==> src/rtl/gpca_pkg.sv <==
// gpca_pkg: op codes, field widths and fixed operand constants shared by the gpca sequencer.
package gpca_pkg;
    typedef enum logic [1:0] {OP_MUL = 2'd0, OP_SQR = 2'd1, OP_SQRT = 2'd2, OP_DIV = 2'd3} op_e;
    typedef enum logic [1:0] {IDLE, SETTLE, DONE} state_e;
    localparam int P_W  = 5;
    localparam int BC_W = 7;
    localparam int A_W  = 10;
    localparam int F_W  = 5;
    localparam int S_W  = 11;
    localparam logic [BC_W-1:0] ROOT_B = 7'b0011111;
    localparam logic [BC_W-1:0] ROOT_C = 7'b0100000;
endpackage

==> src/rtl/gpca_fmt.sv <==
// gpca_fmt: maps an operation request onto the array's X/P/B/C/A justified formats and flags illegal requests.
module gpca_fmt
    import gpca_pkg::*;
(
    input  logic [1:0]      op,
    input  logic [A_W-1:0]  a,
    input  logic [2:0]      b,
    output logic            x,
    output logic [P_W-1:0]  p,
    output logic [BC_W-1:0] bv,
    output logic [BC_W-1:0] cv,
    output logic [A_W-1:0]  av,
    output logic            illegal
);
    op_e             o;
    logic            prod;
    logic [BC_W-1:0] bs;
    assign o    = op_e'(op);
    assign prod = (o == OP_MUL) || (o == OP_SQR);
    assign bs   = {b, 4'b0000};
    always_comb begin
        x       = !prod;
        p       = prod ? a[P_W-1:0] : '0;
        bv      = (o == OP_MUL || o == OP_DIV) ? bs : ROOT_B;
        cv      = (o == OP_MUL || o == OP_DIV) ? bs : ROOT_C;
        // radicand is right-justified, dividend left-justified
        av      = (o == OP_SQRT) ? a : (o == OP_DIV) ? {a[5:0], 4'b0000} : '0;
        illegal = (o == OP_DIV && (b == 3'd0 || a > 10'd63)) || (prod && a > 10'd31);
    end
endmodule

==> src/rtl/gpca_seq.sv <==
// gpca_seq: accepts an op request, drives the gpca array for a settle window, then returns the captured F/S.
module gpca_seq
    import gpca_pkg::*;
#(
    parameter int SETTLE_CYCLES = 4
) (
    input  logic         clk,
    input  logic         rst_n,
    input  logic         req_valid,
    output logic         req_ready,
    input  logic [1:0]   req_op,
    input  logic [9:0]   req_a,
    input  logic [2:0]   req_b,
    output logic         res_valid,
    input  logic         res_ready,
    output logic [4:0]   res_f,
    output logic [10:0]  res_s,
    output logic         res_err,
    output logic         g_x,
    output logic [1:5]   g_p,
    output logic [1:7]   g_b,
    output logic [1:7]   g_c,
    output logic [1:10]  g_a,
    input  logic [1:5]   g_f,
    input  logic [1:11]  g_s
);
    localparam logic [3:0] CNT_INIT = 4'(SETTLE_CYCLES - 1);
    state_e          state_q, state_d;
    logic [3:0]      cnt_q, cnt_d;
    logic            req_ready_q, req_ready_d, res_valid_q, res_valid_d, res_err_q, res_err_d;
    logic [F_W-1:0]  res_f_q, res_f_d;
    logic [S_W-1:0]  res_s_q, res_s_d;
    logic            g_x_q, g_x_d, f_x, f_illegal;
    logic [P_W-1:0]  g_p_q, g_p_d, f_p;
    logic [BC_W-1:0] g_b_q, g_b_d, g_c_q, g_c_d, f_b, f_c;
    logic [A_W-1:0]  g_a_q, g_a_d, f_a;

    gpca_fmt u_fmt (
        .op(req_op), .a(req_a), .b(req_b),
        .x(f_x), .p(f_p), .bv(f_b), .cv(f_c), .av(f_a), .illegal(f_illegal)
    );

    always_comb begin
        state_d = state_q;
        cnt_d = cnt_q;
        req_ready_d = req_ready_q;
        res_valid_d = res_valid_q;
        res_err_d = res_err_q;
        res_f_d = res_f_q;
        res_s_d = res_s_q;
        g_x_d = g_x_q;
        g_p_d = g_p_q;
        g_b_d = g_b_q;
        g_c_d = g_c_q;
        g_a_d = g_a_q;
        case (state_q)
            IDLE: if (req_valid && req_ready_q) begin
                req_ready_d = 1'b0;
                if (f_illegal) begin
                    state_d = DONE;
                    res_valid_d = 1'b1;
                    res_err_d = 1'b1;
                    res_f_d = '0;
                    res_s_d = '0;
                end else begin
                    state_d = SETTLE;
                    cnt_d = CNT_INIT;
                    g_x_d = f_x;
                    g_p_d = f_p;
                    g_b_d = f_b;
                    g_c_d = f_c;
                    g_a_d = f_a;
                end
            end
            SETTLE: if (cnt_q == 4'd0) begin
                state_d = DONE;
                res_valid_d = 1'b1;
                res_err_d = 1'b0;
                res_f_d = g_f;
                res_s_d = g_s;
            end else begin
                cnt_d = cnt_q - 4'd1;
            end
            DONE: if (res_ready) begin
                state_d = IDLE;
                res_valid_d = 1'b0;
                req_ready_d = 1'b1;
                g_x_d = 1'b0;
                g_p_d = '0;
                g_b_d = '0;
                g_c_d = '0;
                g_a_d = '0;
            end
            default: state_d = IDLE;
        endcase
    end

    always_ff @(posedge clk or negedge rst_n) begin
        if (!rst_n) begin
            state_q <= IDLE;
            cnt_q <= '0;
            req_ready_q <= 1'b1;
            res_valid_q <= 1'b0;
            res_err_q <= 1'b0;
            res_f_q <= '0;
            res_s_q <= '0;
            g_x_q <= 1'b0;
            g_p_q <= '0;
            g_b_q <= '0;
            g_c_q <= '0;
            g_a_q <= '0;
        end else begin
            state_q <= state_d;
            cnt_q <= cnt_d;
            req_ready_q <= req_ready_d;
            res_valid_q <= res_valid_d;
            res_err_q <= res_err_d;
            res_f_q <= res_f_d;
            res_s_q <= res_s_d;
            g_x_q <= g_x_d;
            g_p_q <= g_p_d;
            g_b_q <= g_b_d;
            g_c_q <= g_c_d;
            g_a_q <= g_a_d;
        end
    end

    assign req_ready = req_ready_q;
    assign res_valid = res_valid_q;
    assign res_err = res_err_q;
    assign res_f = res_f_q;
    assign res_s = res_s_q;
    assign g_x = g_x_q;
    assign g_p = g_p_q;
    assign g_b = g_b_q;
    assign g_c = g_c_q;
    assign g_a = g_a_q;
endmodule

==> config.mk <==
export PLATFORM = sky130hd
export DESIGN_NAME = gpca_seq
export DESIGN_NICKNAME = d
export VERILOG_FILES = /design/src/rtl/gpca_pkg.sv /design/src/rtl/gpca_fmt.sv /design/src/rtl/gpca_seq.sv
export SDC_FILE = /design/constraint.sdc
export NUM_CORES = 1
export LEC_CHECK = 0
export ABC_AREA = 1
export BUFFER_PORTS_ARGS = -buffer_cell sky130_fd_sc_hd__buf_2
export CAP_MARGIN = 10
export CELL_PAD_IN_SITES_DETAIL_PLACEMENT = 1
export CELL_PAD_IN_SITES_GLOBAL_PLACEMENT = 1
export CORE_ASPECT_RATIO = 1.4
export CORE_MARGIN = 10
export CORE_UTILIZATION = 36
export DETAILED_ROUTE_END_ITERATION = 12
export GPL_TIMING_DRIVEN = 0
export MAX_ROUTING_LAYER = met4
export PLACE_DENSITY_LB_ADDON = 0.1
export SETUP_SLACK_MARGIN = 0.5
export SLEW_MARGIN = 20
export SYNTH_ARGS = -nofsm -noshare
export SYNTH_HDL_FRONTEND = slang
export SYNTH_SLANG_ARGS = --single-unit
==> constraint.sdc <==
create_clock -name clk -period 2.2 [get_ports clk]
set_input_delay 0.44 -clock clk [delete_from_list [all_inputs] [get_ports clk]]
set_output_delay 0.44 -clock clk [all_outputs]
set_load 0.1 [all_outputs]
==> results.json <==
{
  "outcome": "complete, no violations",
  "place_ws_ps": 299.9,
  "first_pass_iters": 4,
  "track_usage_pct": 14.00,
  "nets": 448,
  "gp_congestion": 0.7702,
  "end_kind": "flop",
  "worst-path-max-fanout": 10,
  "yosys-top-cells-area": "dfrtp_1 45%, nand2_1 14%, nand3_1 7.3%",
  "crit_type": "flop to flop",
  "cts_tree": "done",
  "wl_per_cell_um": 15.66,
  "drt_iter0_markers": 32,
  "cts-root-buf": "clkbuf_8",
  "min_path_type": "input port to async pin",
  "synth_top_cell_by_area": "dfrtp_1",
  "setup_tns_ps": 0,
  "rows": 36,
  "required_ps": 2390,
  "boundaryPins": 84,
  "cp-start-kind": "flop",
  "finalSetupViolCount": 0,
  "cts_buffer_depth": 2,
  "relSlewSlack_pct": 58.80,
  "grt_max_degree": 48,
  "fin_skew_ps": 5.836,
  "final_area_um2": 3483,
  "synth_cells": 305,
  "drive_above_1_share_pct": 40.74,
  "vias": 2418,
  "wirelength_um": 7829,
  "startpoint": "state_q[0]",
  "ctsHtreeMaxLevel": 2,
  "grt_pass1_wl_um": 12390,
  "antenna_found_initial": 0,
  "start_util_pct": 36.60,
  "clkSlewWorstSetupHoldPaths_ps": 90,
  "die_h_um": 119.4,
  "areaGrowthSynthToFinish_pct": 37.21,
  "rsz0062_at_grt": "true",
  "fin_cells": 500,
  "critPathArrivalTime_ps": 1870,
  "drv_slew": 0,
  "drv_cap": 0,
  "gr-total-overflow": 0,
  "cts_made_buffers": 5,
  "die_w_um": 90.97,
  "max_freq_mhz": 595.9,
  "fin_crit_sh_pct": 76.28,
  "fin_ws_ps": 521.9,
  "first_global_vias": 2537,
  "clock_latency_ps": 300,
  "antenna_cells": 0,
  "final_common_cell": "nand2_1",
  "numPortBuffers": 79,
  "mappedNetlistArea_um2": 2539,
  "core_um2": 6937,
  "layout_common_cells": "87 x nand2_1, 77 x buf_2, 44 x dfrtp_1",
  "period_minus_slack_ps": 1678,
  "die_area_um2": 10860,
  "placed_area_um2": 3078,
  "placed_cells": 482,
  "r2r-start": "state_q[0]",
  "tightest_slew_ps": 618.1,
  "avgSynthCellArea_um2": 8.324,
  "yosysWarnings": 0,
  "drcViolationCount": 0,
  "dp_hpwl_um": 5976,
  "ys_ff_latch": 47,
  "routed_via_density": 4.836,
  "synth_cell_types": 30,
  "seq_area_frac_synth_pct": 46.38,
  "drtAntennaViolNets": 0,
  "clock_sinks": 47,
  "hold_viol": 0,
  "synth_top_area_share_pct": 45.34
}
==> state kept, by name, indices dropped and copies added, names as in the netlist <==
name       flops
g_x            1
res_f          5
cnt_q          4
res_s         11
g_p            5
g_b            3
g_a           10
req_ready      1
res_valid      1
g_c            3
state_q        2
res_err        1
==> cells by family (layout without fill, tap and decap cells) <==
kind of cell    count (synthesis)  in the layout  synth area share (%)
other cells                     1              4                0.1477
buf+inv                        44            141                 10.55
simple gates                  188            188                 34.25
flops                          47             47                 46.38
compound gates                 14             14                 3.549
fa+ha+maj                       9              9                 4.436
xor+xnor                        2              2                0.6901
==> area by class of cell <==
| class | instances | area, µm² |
|---|---|---|
| Tap cell | 95 | 118.9 |
| Clock buffer | 8 | 100.1 |
| Multi-Input combinational cell | 217 | 1241 |
| Buffer | 22 | 215.2 |
| Sequential cell | 47 | 1184 |
| Timing Repair Buffer | 89 | 541.8 |
| Inverter | 22 | 82.58 |
| Fill cell | 901 | 3453 |
==> cell usage after synthesis <==
library cell	number
a21oi_1	2
a21oi_4	1
a22oi_1	1
buf_2	4
buf_4	11
buf_6	6
buf_8	1
conb_1	1
dfrtp_1	46
dfstp_2	1
ha_1	9
inv_1	20
inv_2	2
nand2_1	92
nand2_2	12
nand2_4	2
nand3_1	37
nand3_2	1
nand4_1	17
nor2_1	18
nor2_4	1
nor3_1	5
o21ai_0	7
o21ai_2	1
o22ai_1	2
or2_1	1
or2_2	1
or2_4	1
xnor2_1	1
xor2_1	1
==> through the flow <==
step	hold slack (ps)	util [%]
after global routing	201.7	50.22
after CTS	381.3	46.79
after global placement	448.0	44.37
after floorplan	144.4	-
after detailed placement	455.1	44.37
final	155.9	50.22
==> final timing paths <==
kind                                  to  slack [ps]  cells past startpoint
worst max-delay path              g_a[9]         520                     11
worst min-delay path            res_s[8]         160                      1
worst max register to register    g_a[9]         520                     11
worst min register to register  res_s[3]         470                      2
max in group asynchronous         g_c[1]        1600                      1
min in group clk                res_s[8]         390                      3
==> critical path, stage by stage, from the launching register on <==
cell,delay (ps)
dfrtp_1,420
inv_2,90
ha_4,130
buf_6,90
inv_2,30
or2_4,250
nand2_4,90
a21oi_4,50
buf_6,140
buf_8,140
nand3_1,80
nand2_1,60
==> what timing repair did <==
| action | in CTS | in global routing |
|---|---|---|
| hold buffers | 0 | 0 |
| gates cloned | 1 | 2 |
| endpoints found under the setup margin | 36 | 39 |
| resized for setup | 7 | 38 |
| buffers inserted | 3 | 4 |
| pin swaps | 2 | 9 |
==> metal layers <==
layer / global-route usage [%] / vias up / part of all wire (%)
li1: - / 1166 / -
met1: 14.80 / 1175 / 39
met2: 25.31 / 64 / 55
met3: 2.954 / 13 / 4.1
met4: 4.420 / 0 / 1.8
met5: - / - / 0
Power is not shown: default switching activity piles up to over one toggle a cycle in this logic, so the estimate is an artifact.
